## config.mk

```make
export PLATFORM = sky130hd
export DESIGN_NAME = imem_loader
export DESIGN_NICKNAME = d
export VERILOG_FILES = /design/src/rtl/imem_loader.sv
export SDC_FILE = /design/constraint.sdc
export NUM_CORES = 1
export LEC_CHECK = 0
export BUFFER_PORTS_ARGS = -buffer_cell sky130_fd_sc_hd__buf_4
export CORE_ASPECT_RATIO = 1.1
export CORE_MARGIN = 1.5
export CORE_UTILIZATION = 55
export CTS_CLUSTER_DIAMETER = 200
export DETAILED_ROUTE_END_ITERATION = 6
export GPL_TIMING_DRIVEN = 1
export PLACE_DENSITY = 0.8
export SYNTH_ARGS = -nofsm -noshare
export SYNTH_HDL_FRONTEND = slang
export SYNTH_SLANG_ARGS = --single-unit
```

## constraint.sdc

```tcl
create_clock -name clk -period 6.31 [get_ports clk]
set_input_delay 1.262 -clock clk [delete_from_list [all_inputs] [get_ports clk]]
set_output_delay 1.262 -clock clk [all_outputs]
set_load 0.1 [all_outputs]
```

## src/rtl/imem_loader.sv

```systemverilog
// Instruction memory loader: assembles little-endian bytes into 32-bit words
// and writes them to IMEM while holding the CPU fetch stage stalled.
module imem_loader #(
    parameter logic [31:0] HALT_WORD = 32'hFFFF_FFFF,
    parameter int          MAX_WORDS = 64
) (
    input  logic        clk,
    input  logic        reset,
    input  logic        start,
    input  logic [7:0]  rx_data,
    input  logic        rx_valid,
    output logic        mem_wr_en,
    output logic [7:0]  mem_wr_addr,
    output logic [31:0] mem_wr_data,
    output logic        mem_rd_en,
    output logic        cpu_stall,
    output logic        busy,
    output logic        load_done,
    output logic [6:0]  word_count
);

    typedef enum logic [1:0] {IDLE, RECV, WRITE, DONE} state_t;

    localparam logic [6:0] MAX_W = 7'(MAX_WORDS);

    state_t      state, next_state;
    logic [1:0]  byte_idx;
    logic [23:0] word_buf;
    logic [6:0]  count_inc;
    logic        last_word;

    assign count_inc = word_count + 7'd1;
    assign last_word = (mem_wr_data == HALT_WORD) || (count_inc == MAX_W);

    always_ff @(posedge clk or posedge reset) begin
        if (reset) state <= IDLE;
        else       state <= next_state;
    end

    // Outputs decode from the state register only, so rx_* never reaches mem_wr_en.
    always_comb begin
        next_state = state;
        mem_wr_en  = 1'b0;
        mem_rd_en  = 1'b1;
        cpu_stall  = 1'b0;
        busy       = 1'b0;
        case (state)
            IDLE, DONE: begin
                if (start) next_state = RECV;
            end
            RECV: begin
                mem_rd_en = 1'b0;
                cpu_stall = 1'b1;
                busy      = 1'b1;
                if (!start && rx_valid && byte_idx == 2'd3) next_state = WRITE;
            end
            WRITE: begin
                mem_wr_en  = 1'b1;
                mem_rd_en  = 1'b0;
                cpu_stall  = 1'b1;
                busy       = 1'b1;
                next_state = last_word ? DONE : RECV;
            end
            default: next_state = IDLE;
        endcase
    end

    always_ff @(posedge clk or posedge reset) begin
        if (reset) begin
            byte_idx    <= 2'd0;
            word_buf    <= 24'd0;
            mem_wr_addr <= 8'd0;
            mem_wr_data <= 32'd0;
            word_count  <= 7'd0;
            load_done   <= 1'b0;
        end else begin
            case (state)
                IDLE, DONE: begin
                    if (start) begin
                        byte_idx    <= 2'd0;
                        mem_wr_addr <= 8'd0;
                        word_count  <= 7'd0;
                        load_done   <= 1'b0;
                    end
                end
                RECV: begin
                    // A restart drops the partial word and any byte arriving with it.
                    if (start) begin
                        byte_idx    <= 2'd0;
                        mem_wr_addr <= 8'd0;
                        word_count  <= 7'd0;
                    end else if (rx_valid) begin
                        byte_idx <= byte_idx + 2'd1;
                        case (byte_idx)
                            2'd0:    word_buf[7:0]   <= rx_data;
                            2'd1:    word_buf[15:8]  <= rx_data;
                            2'd2:    word_buf[23:16] <= rx_data;
                            default: mem_wr_data     <= {rx_data, word_buf};
                        endcase
                    end
                end
                WRITE: begin
                    mem_wr_addr <= mem_wr_addr + 8'd4;
                    word_count  <= count_inc;
                    if (last_word) begin
                        load_done <= 1'b1;
                    end else if (rx_valid) begin
                        // Byte arriving during the write cycle opens the next word.
                        word_buf[7:0] <= rx_data;
                        byte_idx      <= 2'd1;
                    end
                end
                default: ;
            endcase
        end
    end

endmodule

```

==> results.sh, run 1 <==
export IMPL_syn_cell_area_sq_um=3227
export IMPL_grt_pass1_vias=2224
export IMPL_num_rows=29
export IMPL_hpwl_mm=4.508
export IMPL_drv_cap=0
export IMPL_fp_dieW_um=76.03
export IMPL_synth_edf_count=0
export IMPL_finalCritPeriodShare=0.4719
export IMPL_drtIter0Drc=84
export IMPL_rsz0062_at_grt="false"
export IMPL_clk_pin_slew_ps=80
export IMPL_crit_type="reg2out"
export IMPL_coreArea_sq_um=5733
export IMPL_htree_levels=3
export IMPL_grt_use_total=0.2204
export IMPL_seq_area_frac_synth=0.5739
export IMPL_synthArstFlopShare=1.000
export IMPL_grt_pass1_wl_mm=10.81
export IMPL_required_ps=5050
export IMPL_drtPass1Iterations=4
export IMPL_critPathMaxStageDelay_ps=490
export IMPL_syn2layout_area_growth_pct=22.22
export IMPL_grt_max_degree=75
export IMPL_cts_hold_buf=0
export IMPL_peakVddDrop_uv=382.4
export IMPL_final_cell_mix="dfrtp_1, buf_4, mux2_2, o21ai_0, nand2_1"
export IMPL_cts_buffers=9
export IMPL_vias=2209
export IMPL_postSynthCellCount=254
export IMPL_cts_setup_buffers=0
export IMPL_setup_violations=0
export IMPL_finalClockSkew_ps=11.06
export IMPL_fin_cells=400
export IMPL_initial_core_util=0.5629
export IMPL_dieArea_sq_um=6336
export IMPL_synth_top_cell_by_area="dfrtp_1"
export IMPL_die_y_um=83.34
export IMPL_power_density_nw_per_um2=393.5
export IMPL_synth_cell_types=36
export IMPL_ios=64
export IMPL_cp_top_family="adder cells"
export IMPL_hold_class="reg2reg"
export IMPL_nets=340
export IMPL_yosysWarnings=0
export IMPL_ys_ff_latch=74
export IMPL_routedWlPerCell_um=16.01
export IMPL_antenna_cells=0
export IMPL_synthFlopType="dfrtp_1"
export IMPL_nFillCells=436
export IMPL_max_freq_mhz=335.9
export IMPL_period_minus_slack_ps=2978
export IMPL_syn_mean_instance_area_sq_um=12.70
export IMPL_slew_headroom=0.3907
export IMPL_cts_tree="yes"
export IMPL_portBuffers=61
export IMPL_fin_setup_tns_ps=0
export IMPL_worst_setup_path_start_kind="flop"
export IMPL_dp_cells=385
export IMPL_cts_resized=0
export IMPL_place_congestion=0.8307
export IMPL_finalMaxSlewViolations=0
export IMPL_drt_total_wl_mm=6.403
export IMPL_clock_sinks=74
export IMPL_synth_top_area_frac=0.5739
export IMPL_hold_violations=0
export IMPL_leakage_nw=2.022
export IMPL_tightest_slew_ps=913.9
export IMPL_worst_path_max_fanout=14
export IMPL_vias_per_cell=5.523
export IMPL_clock_latency_ps=340
export IMPL_synth_area_top_cells="dfrtp_1, mux2_2, ha_1, o21ai_0, nand4_1"
export IMPL_crit_slowest_cell="ha_1"
export IMPL_postRouteAntennaNets=0
export IMPL_antenna_found_initial=0
export IMPL_status="finished clean"
export IMPL_crit_buf_inv=2
export IMPL_grt_overflow_total=0
export IMPL_end_kind="output pin"
export IMPL_drcViolationCount=0
export IMPL_worstPathCellList="inv_1 -> ha_1 -> buf_4"
export IMPL_crit_arrival_ps=1720
export IMPL_clk_path_buf_depth=2
export IMPL_layout_drive_gt1_share=0.4334
export IMPL_root_buffer="clkbuf_8"
export IMPL_layout_commonest_cell="dfrtp_1"
==> sequential cells by signal, indices dropped and copies added, names as in the netlist <==
register / count
mem_wr_addr: 6
byte_idx: 2
state: 2
load_done: 1
mem_wr_data: 32
word_buf: 24
word_count: 7
==> per-layer routing <==
layer	routed length [um]	track usage
met1	2836	0.2911
met2	3237	0.3612
met3	218	0.04835
met4	110	0.07912
met5	0	0
==> power breakdown <==
group          internal (mW)  switching [mW]  leakage, nW
clock                  0.192           0.171       0.0994
combinational          0.163           0.406        0.922
sequential             0.559          0.0602         1.00
==> final cells by class <==
| class | instances | area, sq um | area share |
|---|---|---|---|
| Sequential cell | 74 | 1852 | 0.4695 |
| Multi-Input combinational cell | 161 | 1291 | 0.3274 |
| Timing Repair Buffer | 63 | 473.0 | 0.1199 |
| Clock buffer | 11 | 141.4 | 0.03585 |
| Tap cell | 77 | 96.34 | 0.02443 |
| Clock inverter | 4 | 52.55 | 0.01332 |
| Inverter | 10 | 37.54 | 0.009518 |
==> worst paths after layout <==
| path | from | end | slack [ps] | depth (start not counted) |
|---|---|---|---|---|
| max | state[0]$_DFFE_PP0P_ | mem_wr_en | 3330 | 3 |
| min | mem_wr_addr[7]$_DFFE_PP0P_ | mem_wr_addr[7]$_DFFE_PP0P_ | 490 | 1 |
| max reg2reg | state[0]$_DFFE_PP0P_ | word_buf[0]$_DFFE_PP0P_ | 3720 | 6 |
| min reg2reg | mem_wr_addr[7]$_DFFE_PP0P_ | mem_wr_addr[7]$_DFFE_PP0P_ | 490 | 1 |
| max in group asynchronous | reset | load_done$_DFFE_PP0P_ | 4510 | 3 |
| min in group asynchronous | reset | word_buf[11]$_DFFE_PP0P_ | 1180 | 3 |
==> cell families after synthesis <==
family / Yosys count / synth area share
flip-flops: 74 / 0.5739
multiplexers: 57 / 0.1985
AND/OR/NAND/NOR: 49 / 0.07639
AO/OA/AOI/OAI: 42 / 0.08259
buffers and inverters: 20 / 0.02714
adder cells (fa/ha/maj): 9 / 0.03490
XOR/XNOR: 2 / 0.005429
other: 1 / 0.001162
==> Yosys cell counts (2+ instances only) <==
library cell,number
dfrtp_1,74
mux2_2,56
o21ai_0,18
nand2_1,17
nand4_1,11
ha_1,9
inv_1,9
nor2_1,9
a21oi_1,8
nand3_1,4
a31o_2,3
buf_1,3
buf_4,3
clkbuf_1,3
nor4_1,3
a211oi_1,2
a31oi_1,2
o22ai_1,2
==> per-stage QoR <==
stage,instance area (sq um),setup WS [ps],utilization,power [mW],hold WS [ps]
3_5_place_dp,3750,3628,0.6541,1.200,481.8
3_3_place_gp,3750,3670,0.6541,1.183,479.1
2_1_floorplan,3231,2541,-,1.087,474.9
4_1_cts,3944,3330,0.6879,1.561,497.4
5_1_grt,3944,3256,0.6879,1.630,520.7
6_report,3944,3332,0.6879,1.552,492.5
Note: power is estimated with default switching activity, not from simulation.
==> run 2, diff against run 1 <==
--- a/config.mk
+++ b/config.mk
@@ -8,11 +8,11 @@
 export BUFFER_PORTS_ARGS = -buffer_cell sky130_fd_sc_hd__buf_4
 export CORE_ASPECT_RATIO = 1.1
 export CORE_MARGIN = 1.5
-export CORE_UTILIZATION = 55
+export CORE_UTILIZATION = 49
 export CTS_CLUSTER_DIAMETER = 200
 export DETAILED_ROUTE_END_ITERATION = 6
 export GPL_TIMING_DRIVEN = 1
-export PLACE_DENSITY = 0.8
+export PLACE_DENSITY = 0.75
 export SYNTH_ARGS = -nofsm -noshare
 export SYNTH_HDL_FRONTEND = slang
 export SYNTH_SLANG_ARGS = --single-unit
==> constraint.sdc (replaced) <==
create_clock -name clk -period 2.7 [get_ports clk]
set_input_delay 0.54 -clock clk [delete_from_list [all_inputs] [get_ports clk]]
set_output_delay 0.54 -clock clk [all_outputs]
set_load 0.1 [all_outputs]
==> run 2 against run 1 <==
Compared with the run above: worst setup slack worse by 2900 ps; cell count is 1.3% higher; clock skew fell by 5.8 ps; first-iteration DRC count increased by 70%; core utilization decreased by 4.9 points; combinational power up 140%; largest power group unchanged; highest routed layer unchanged.
==> results.sh, run 2 (synthesized netlist as in run 1, its figures left out) <==
export IMPL_status="finished clean"
export IMPL_p_comb_frac=0.371
export IMPL_nets=341
export IMPL_clk_path_buf_depth=2
export IMPL_fin_setup_tns_ps=0
export IMPL_post_place_ws_ps=506.1
export IMPL_drt_met1_wl_mm=2.816
export IMPL_period_minus_slack_ps=2229
export IMPL_setup_violations=0
export IMPL_layout_drive_gt1_share=0.4523
export IMPL_root_buffer="clkbuf_8"
export IMPL_drv_cap=0
export IMPL_place_congestion=0.7873
export IMPL_dr_wl_met2_mm=3.619
export IMPL_num_rows=30
export IMPL_clk_pin_slew_ps=80
export IMPL_multiInputGateArea_sq_um=1304
export IMPL_grt_pass1_vias=2190
export IMPL_htree_levels=3
export IMPL_required_ps=2930
export IMPL_syn2layout_area_growth_pct=24.16
export IMPL_hold_class="in2async"
export IMPL_cts_setup_buffers=0
export IMPL_wl_met3_um=344
export IMPL_antenna_cells=0
export IMPL_p_int_mw=2.207
export IMPL_peakVddDrop_uv=847.9
export IMPL_drtIter0Drc=143
export IMPL_vias_per_cell=5.479
export IMPL_crit_arrival_ps=2460
export IMPL_finalClockSkew_ps=5.282
export IMPL_grt_use_total=0.2113
export IMPL_fin_area_sq_um=4006
export IMPL_coreArea_sq_um=6269
export IMPL_largest_reg_flops=32
export IMPL_ios=64
export IMPL_top_layer_used="met4"
export IMPL_worst_r2r_path_depth=6
export IMPL_dieArea_sq_um=7082
export IMPL_cts_buffers=9
export IMPL_r2r_start="word_count[3]$_DFFE_PP0P_"
export IMPL_rsz0062_at_grt="false"
export IMPL_p_clk_frac=0.239
export IMPL_register_area_sq_um=1854
export IMPL_clock_latency_ps=350
export IMPL_max_freq_mhz=448.5
export IMPL_top_regs="mem_wr_data (32), word_buf (24), word_count (7)"
export IMPL_cts_tree="yes"
export IMPL_fin_ws_ps=470.5
export IMPL_p_sw_mw=1.534
export IMPL_worst_setup_path_start_kind="flop"
export IMPL_power_density_nw_per_um2=933.7
export IMPL_clock_sinks=74
export IMPL_initial_core_util=0.5148
export IMPL_dpl_instance_area_sq_um=3792
export IMPL_grt_max_degree=45
export IMPL_hold_violations=0
export IMPL_drt_total_wl_mm=6.849
export IMPL_finalPower_mw=3.741
export IMPL_crit_type="reg2reg"
export IMPL_fp_dieW_um=80.38
export IMPL_finalCritPeriodShare=0.8257
export IMPL_hpwl_mm=4.928
export IMPL_switching_share=0.4101
export IMPL_layout_commonest_cell="dfrtp_1"
export IMPL_power_frac_seq=0.390
export IMPL_nFillCells=474
export IMPL_portBuffers=61
export IMPL_die_y_um=88.11
export IMPL_tightest_slew_ps=673.9
export IMPL_worst_path_max_fanout=8
export IMPL_drtPass1Iterations=4
export IMPL_final_cell_mix="dfrtp_1, buf_4, mux2_2, o21ai_0, nand2_1"
export IMPL_timing_hold_ws_ps=298.5
export IMPL_drcViolationCount=0
export IMPL_leakage_nw=2.025
export IMPL_antenna_found_initial=0
export IMPL_cts_resized=0
export IMPL_routedWlPerCell_um=16.91
export IMPL_cts_hold_buf=0
export IMPL_grt_overflow_total=0
export IMPL_grt_pass1_wl_mm=10.96
export IMPL_setup_worst_path_start="word_count[3]$_DFFE_PP0P_"
export IMPL_end_kind="flop"
export IMPL_postRouteAntennaNets=0
export IMPL_vias=2219
export IMPL_finalMaxSlewViolations=0
export IMPL_regMostFlops="mem_wr_data"
export IMPL_slew_headroom=0.5500
-- run 2: worst paths after layout --
check	endpoint	slack, ps
min in group clk	word_buf[5]$_DFFE_PP0P_	460
hold reg to reg	mem_wr_addr[7]$_DFFE_PP0P_	490
hold / removal	mem_wr_data[18]$_DFFE_PP0P_	300
setup / recovery	word_buf[0]$_DFFE_PP0P_	470
max in group asynchronous	mem_wr_data[31]$_DFFE_PP0P_	1740
setup reg to reg	word_buf[0]$_DFFE_PP0P_	470
-- run 2: per-stage QoR --
stage | cells | utilization
2_1_floorplan | 255 | -
3_3_place_gp | 389 | 0.6050
3_5_place_dp | 389 | 0.6050
4_1_cts | 405 | 0.6391
5_1_grt | 405 | 0.6391
6_report | 405 | 0.6391
-- run 2: final cells by class --
type,instances,share of cell area
clock buffers,11,0.03779
clock inverters,5,0.01562
inverters,10,0.01031
multi-input cells,161,0.3254
flip-flops and latches,74,0.4628
well taps,80,0.02498
repair buffers,64,0.1230
-- run 2: power by group through the flow --
stage / clock network, mW / registers [mW] / logic, mW
4_1_cts: 0.911 / 1.46 / 1.40
6_report: 0.893 / 1.46 / 1.39
3_3_place_gp: 0 / 1.47 / 1.37
3_5_place_dp: 0 / 1.48 / 1.39
5_1_grt: 0.956 / 1.49 / 1.49
2_1_floorplan: 0 / 1.66 / 0.934
-- run 2: metal layers --
| layer | vias to the layer above | GRT usage |
|---|---|---|
| li1 | 1040 | - |
| met1 | 1113 | 0.2480 |
| met2 | 59 | 0.3705 |
| met3 | 7 | 0.05938 |
| met4 | 0 | 0.07524 |
| met5 | - | 0 |
-- run 2: critical path: stages (launching register included) --
cell and delay (ps):
dfrtp_1 450, and2_0 310, and4_1 250, o2111ai_1 170, and3_4 230, a22oi_4 320
mux2_2 380
